### src/rtl/poly_eval_seq_if.sv
// Operator-facing bus of poly_eval_seq: load strobe, data entry and result.
interface poly_eval_seq_if #(
  parameter int WIDTH  = 8,
  parameter int DEGREE = 2
);
  localparam int CW = ($clog2(DEGREE + 1) > 1) ? $clog2(DEGREE + 1) : 1;

  logic             go;
  logic             keep_coeffs;
  logic [WIDTH-1:0] data_in;
  logic [WIDTH-1:0] data_result;
  logic             done;
  logic             busy;
  logic             overflow;
  logic [CW-1:0]    coeff_idx;

  // Operator / stimulus side
  modport master (
    output go, keep_coeffs, data_in,
    input  data_result, done, busy, overflow, coeff_idx
  );

  // Evaluator side
  modport slave (
    input  go, keep_coeffs, data_in,
    output data_result, done, busy, overflow, coeff_idx
  );
endinterface

### src/rtl/poly_eval_seq.sv
// Sequential polynomial evaluator: coefficients and x are entered one value
// per go press (high then low), then p(x) is computed by Horner's rule with
// one MUL and one ADD cycle per term, all arithmetic modulo 2^WIDTH.
module poly_eval_seq #(
  parameter int WIDTH  = 8,
  parameter int DEGREE = 2
) (
  input  logic          clk,
  input  logic          resetn,
  poly_eval_seq_if.slave bus
);
  localparam int CW = ($clog2(DEGREE + 1) > 1) ? $clog2(DEGREE + 1) : 1;

  typedef enum logic [2:0] {
    LOAD_C, LOAD_C_WAIT, LOAD_X, LOAD_X_WAIT, INIT, MUL, ADD, DONE
  } state_t;

  state_t                     state, state_nx;
  logic [DEGREE:0][WIDTH-1:0] c;
  logic [WIDTH-1:0]           x, acc, res;
  logic [CW-1:0]              cidx, ti;
  logic                       ov_run, ov_out, done_q;
  logic [2*WIDTH-1:0]         prod;
  logic [WIDTH:0]             sum;

  // Full-width product and carry-extended sum; upper bits flag wrap-around
  assign prod = {{WIDTH{1'b0}}, acc} * {{WIDTH{1'b0}}, x};
  assign sum  = {1'b0, acc} + {1'b0, c[ti]};

  assign bus.data_result = res;
  assign bus.done        = done_q;
  assign bus.overflow    = ov_out;
  assign bus.coeff_idx   = cidx;
  assign bus.busy        = (state == INIT) || (state == MUL) ||
                           (state == ADD)  || (state == DONE);

  // State register
  always_ff @(posedge clk) begin
    if (!resetn) state <= LOAD_C;
    else         state <= state_nx;
  end

  // Next-state: loads advance on go rising then falling; compute runs unconditionally
  always_comb begin
    state_nx = state;
    case (state)
      LOAD_C:      if (bus.go)  state_nx = LOAD_C_WAIT;
      LOAD_C_WAIT: if (!bus.go) state_nx = (cidx == '0) ? LOAD_X : LOAD_C;
      LOAD_X:      if (bus.go)  state_nx = LOAD_X_WAIT;
      LOAD_X_WAIT: if (!bus.go) state_nx = INIT;
      INIT:        state_nx = MUL;
      MUL:         state_nx = ADD;
      ADD:         state_nx = (ti == '0) ? DONE : MUL;
      DONE:        state_nx = bus.keep_coeffs ? LOAD_X : LOAD_C;
      default:     state_nx = LOAD_C;
    endcase
  end

  // Datapath: operand capture, Horner accumulate, result/flag publish in DONE.
  // The published overflow is a copy of the running flag so it holds with the
  // result until the next evaluation finishes.
  always_ff @(posedge clk) begin
    if (!resetn) begin
      c      <= '0;
      x      <= '0;
      acc    <= '0;
      res    <= '0;
      cidx   <= CW'(DEGREE);
      ti     <= '0;
      ov_run <= 1'b0;
      ov_out <= 1'b0;
      done_q <= 1'b0;
    end else begin
      done_q <= 1'b0;
      case (state)
        LOAD_C:      c[cidx] <= bus.data_in;
        LOAD_C_WAIT: if (!bus.go && cidx != '0) cidx <= cidx - 1'b1;
        LOAD_X:      x <= bus.data_in;
        INIT: begin
          acc    <= c[DEGREE];
          ti     <= CW'(DEGREE - 1);
          ov_run <= 1'b0;
        end
        MUL: begin
          acc <= prod[WIDTH-1:0];
          if (|prod[2*WIDTH-1:WIDTH]) ov_run <= 1'b1;
        end
        ADD: begin
          acc <= sum[WIDTH-1:0];
          if (sum[WIDTH]) ov_run <= 1'b1;
          if (ti != '0) ti <= ti - 1'b1;
        end
        DONE: begin
          res    <= acc;
          ov_out <= ov_run;
          done_q <= 1'b1;
          if (!bus.keep_coeffs) cidx <= CW'(DEGREE);
        end
        default: ;
      endcase
    end
  end
endmodule

### src/flat_wrapper.sv
// flat-port wrapper written by rule: the top's interface ports become plain ports
module poly_eval_seq_flat 
#(
  parameter int WIDTH  = 8,
  parameter int DEGREE = 2
)
  (clk, resetn, bus_go, bus_keep_coeffs, bus_data_in, bus_data_result, bus_done, bus_busy, bus_overflow, bus_coeff_idx);
  poly_eval_seq_if #(.WIDTH(WIDTH), .DEGREE(DEGREE)) bus_i ();
  input  logic clk;
  input  logic resetn;
  input wire logic [$bits(bus_i.go)-1:0] bus_go;
  input wire logic [$bits(bus_i.keep_coeffs)-1:0] bus_keep_coeffs;
  input wire logic [$bits(bus_i.data_in)-1:0] bus_data_in;
  output wire logic [$bits(bus_i.data_result)-1:0] bus_data_result;
  output wire logic [$bits(bus_i.done)-1:0] bus_done;
  output wire logic [$bits(bus_i.busy)-1:0] bus_busy;
  output wire logic [$bits(bus_i.overflow)-1:0] bus_overflow;
  output wire logic [$bits(bus_i.coeff_idx)-1:0] bus_coeff_idx;
  assign bus_i.go = bus_go;
  assign bus_i.keep_coeffs = bus_keep_coeffs;
  assign bus_i.data_in = bus_data_in;
  assign bus_data_result = bus_i.data_result;
  assign bus_done = bus_i.done;
  assign bus_busy = bus_i.busy;
  assign bus_overflow = bus_i.overflow;
  assign bus_coeff_idx = bus_i.coeff_idx;
  poly_eval_seq #(.WIDTH(WIDTH), .DEGREE(DEGREE)) u_core (.clk(clk), .resetn(resetn), .bus(bus_i));
endmodule
### config.mk
export PLATFORM = sky130hd
export DESIGN_NAME = poly_eval_seq_flat
export DESIGN_NICKNAME = d
export VERILOG_FILES = /design/src/rtl/poly_eval_seq_if.sv /design/src/rtl/poly_eval_seq.sv /design/src/flat_wrapper.sv
export SDC_FILE = /design/constraint.sdc
export NUM_CORES = 1
export LEC_CHECK = 0
export ABC_AREA = 1
export CORE_MARGIN = 2
export CORE_UTILIZATION = 35
export DETAILED_ROUTE_END_ITERATION = 7
export PLACE_DENSITY = 0.63
export SLEW_MARGIN = 10
export SYNTH_ARGS = -nofsm -noshare
export SYNTH_HDL_FRONTEND = slang
export SYNTH_SLANG_ARGS = --single-unit
### constraint.sdc
create_clock -name clk -period 4 [get_ports clk]
set_input_delay 0.8 -clock clk [delete_from_list [all_inputs] [get_ports clk]]
set_output_delay 0.8 -clock clk [all_outputs]
set_load 0.02 [all_outputs]
==> reports/metrics.cfg <==
[die]
fp.dieH_um = 126
rows = 44
die_x_um = 126
core_area_sq_um = 14500
dieArea_sq_um = 15800
ios = 25
initial_core_util_pct = 35.8

[timing]
whs_ns = 0.457
final-setup-viol-count = 0
rsz0062_at_grt = yes
post-route-period-util_pct = 98.0
drv_slew = 0
tns_ns = 0
worst_slew_pin_slew_ns = 0.794
setup_ws_ns = 0.0800
skew_ns = 0.00443
hold_viol = 0
min_period_ns = 3.92
fmax_ghz = 0.255
maxSlewHeadroom_pct = 46.9

[status]
status = finished, final reports clean

[finish]
fin_cells = 969
finalInstanceArea_sq_um = 6420
post_route_cells_drive_above_1_share_pct = 18.3
antenna_cells = 0
final_net_count = 877
areaGrowthSynthToFinish_pct = 24.0
multi_input_area_sq_um = 3470
fillCellCount = 1466
utilization_pct = 44.4
ff_latch_area_sq_um = 1200

[setup_path]
critPathKind = register to register
critPathLaunch = u_core.acc[5]
worstSetupEndpointType = register
ff2ff_setup_slack_ns = 0.08
crit_required_ns = 4.21
cp-start-kind = register
r2r_start = u_core.acc[5]
cp_max_fo = 5
cp.arrival_ns = 4.13

[clock_network]
cts_hold_buffers = 0
cts_buffers = 9
root_buffer = clkbuf_16
h-tree-depth = 3
cts_tree = yes
path_clk_slew_ns = 0.05
cts.sinks = 58
cts_buffer_depth = 2
worst_skew_pair.late_latency_ns = 0.32

[global_route]
grt_pass1_vias = 4374
grt_start_max_net_pins = 27
grt_pass1_wl_um = 21600
antenna_found_initial = 0
track_usage_pct = 16.6
grt.overflow.total = 0

[placed_design]
dp_hpwl_um = 10500
dpl_cell_area_sq_um = 5780
dp_cells = 946
pre_cts_ws_ns = -0.229
port_buffers = 24
routabilityCongestion = 0.954

[yosys]
yosys_warnings = 0
synth_commonest_cells = inv_1, nand2_1, a21oi_1, dfxtp_1, ha_1
synth_top_area_cell = dfxtp_1
synth_top_area_share_pct = 22.4
async_flop_share_pct = 0
synth_nets = 830
yosysMostFrequentCell = inv_1
synth-edff-count = 0
synthTopCellsByArea = dfxtp_1, fa_1, ha_1, inv_1, nand2_1
synth_ff_type = dfxtp_1
ys_seq_elements = 58
syn_inst = 733
avgSynthCellArea_sq_um = 7.07
synth_cell_type_count = 39
netlist_area_sq_um = 5180
synth.yosys.seq_area_share_pct = 22.4

[drt]
drcViolationCount = 0
first_iter_violations = 265
first_pass_iters = 5
drt_wl_total_um = 13200
ant_nets = 0
wl_per_cell_um = 13.6
dr_total_vias = 4747
viasPerCell = 4.90

[pwr]
p_per_area_nw_per_um2 = 256
total_power_mw = 1.64
peakVddDrop_uv = 207
leakage_nw = 3.17

[run]
maxCapViolations = 0

[worst_hold_path]
hold_path_class = register to register
worstHoldStart = u_core.c[3]

[flip-flops by register name (all words and copies together) (netlist names)]
register                flops
u_core.c                   24
u_core.acc                  8
u_core.bus.data_result      8
u_core.x                    8
u_core.state                3
u_core.bus.coeff_idx        2
u_core.ti                   2
u_core.bus.done             1
u_core.bus.overflow         1
u_core.ov_run               1
[cells by family (layout without fill, tap and decap cells)]
family / after synthesis / in the layout / share of synthesized area, %
DFF: 58 / 58 / 22.4
AOI/OAI and AO/OA: 148 / 148 / 16.5
buffers and inverters: 197 / 249 / 14.8
xor gates and xnor gates: 1 / 1 / 0.169
adders and majority gates: 85 / 85 / 25.9
and+or+nand+nor: 244 / 244 / 20.2
[layer usage]
metal  part of all wire (%)  global-route usage (%)  vias to the layer above
li1                       -                       -                     2404
met1                     48                    24.1                     2223
met2                     45                    26.0                      109
met3                    5.4                    3.78                       11
met4                   0.60                    2.35                        0
met5                      0                       0                        -
[power breakdown]
part           leakage (nW)  switching, mW  internal [mW]
Clock                 0.155          0.277          0.563
Sequential            0.480         0.0298          0.601
Combinational          2.53          0.105         0.0689
[path summary, 6_finish.rpt]
path,endpoint,cells past startpoint
setup reg to reg,u_core.ov_run,19
hold reg to reg,u_core.c[3],2
hold / removal,u_core.c[3],2
setup / recovery,u_core.ov_run,19
[final cells by class]
cell class	count	area share [%]
Clock buffer	10	3.72
Clock inverter	6	1.38
Inverter	165	9.66
Multi-Input combinational cell	478	54.0
Sequential cell	58	18.7
Tap cell	184	3.58
Timing Repair Buffer	68	9.00
[layout by cell type (no fill, tap or decap), drive strengths merged, types with 2 or more instances in the layout]
| cell type | instances |
|---|---|
| inv | 163 |
| nand2 | 161 |
| a21oi | 71 |
| dfxtp | 58 |
| o21ai | 51 |
| ha | 48 |
| buf | 44 |
| nand3 | 43 |
| fa | 37 |
| nor2 | 32 |
| clkdlybuf4s50 | 24 |
| a221oi | 12 |
| clkbuf | 10 |
| a31oi | 5 |
| clkinv | 4 |
| or2 | 3 |
| nor3 | 3 |
| a211oi | 2 |
| o211ai | 2 |
| nand4 | 2 |
| clkinvlp | 2 |
| bufinv | 2 |
[timing repair]
item                       CTS  global route
gates resized for setup     26            49
buffers inserted             2             5
setup endpoints to repair    2             2
gates cloned                 0             0
pin swaps                   10            37
[worst max-delay path: stages, from the launching register on]
cell and delay (ns):
dfxtp_4 0.38, buf_4 0.14, nand2_1 0.07, fa_1 0.52
fa_1 0.56, inv_1 0.06, fa_1 0.49, ha_1 0.33
ha_4 0.31, nand2_4 0.06, nor2_2 0.10, nand3_2 0.12
nand2_1 0.12, nand2_1 0.07, nand3_1 0.07, nand2_1 0.06
nor2_2 0.09, nand3_1 0.10, nand2_1 0.09, a21oi_2 0.05
No activity file was read; power rests on OpenSTA's default activity.
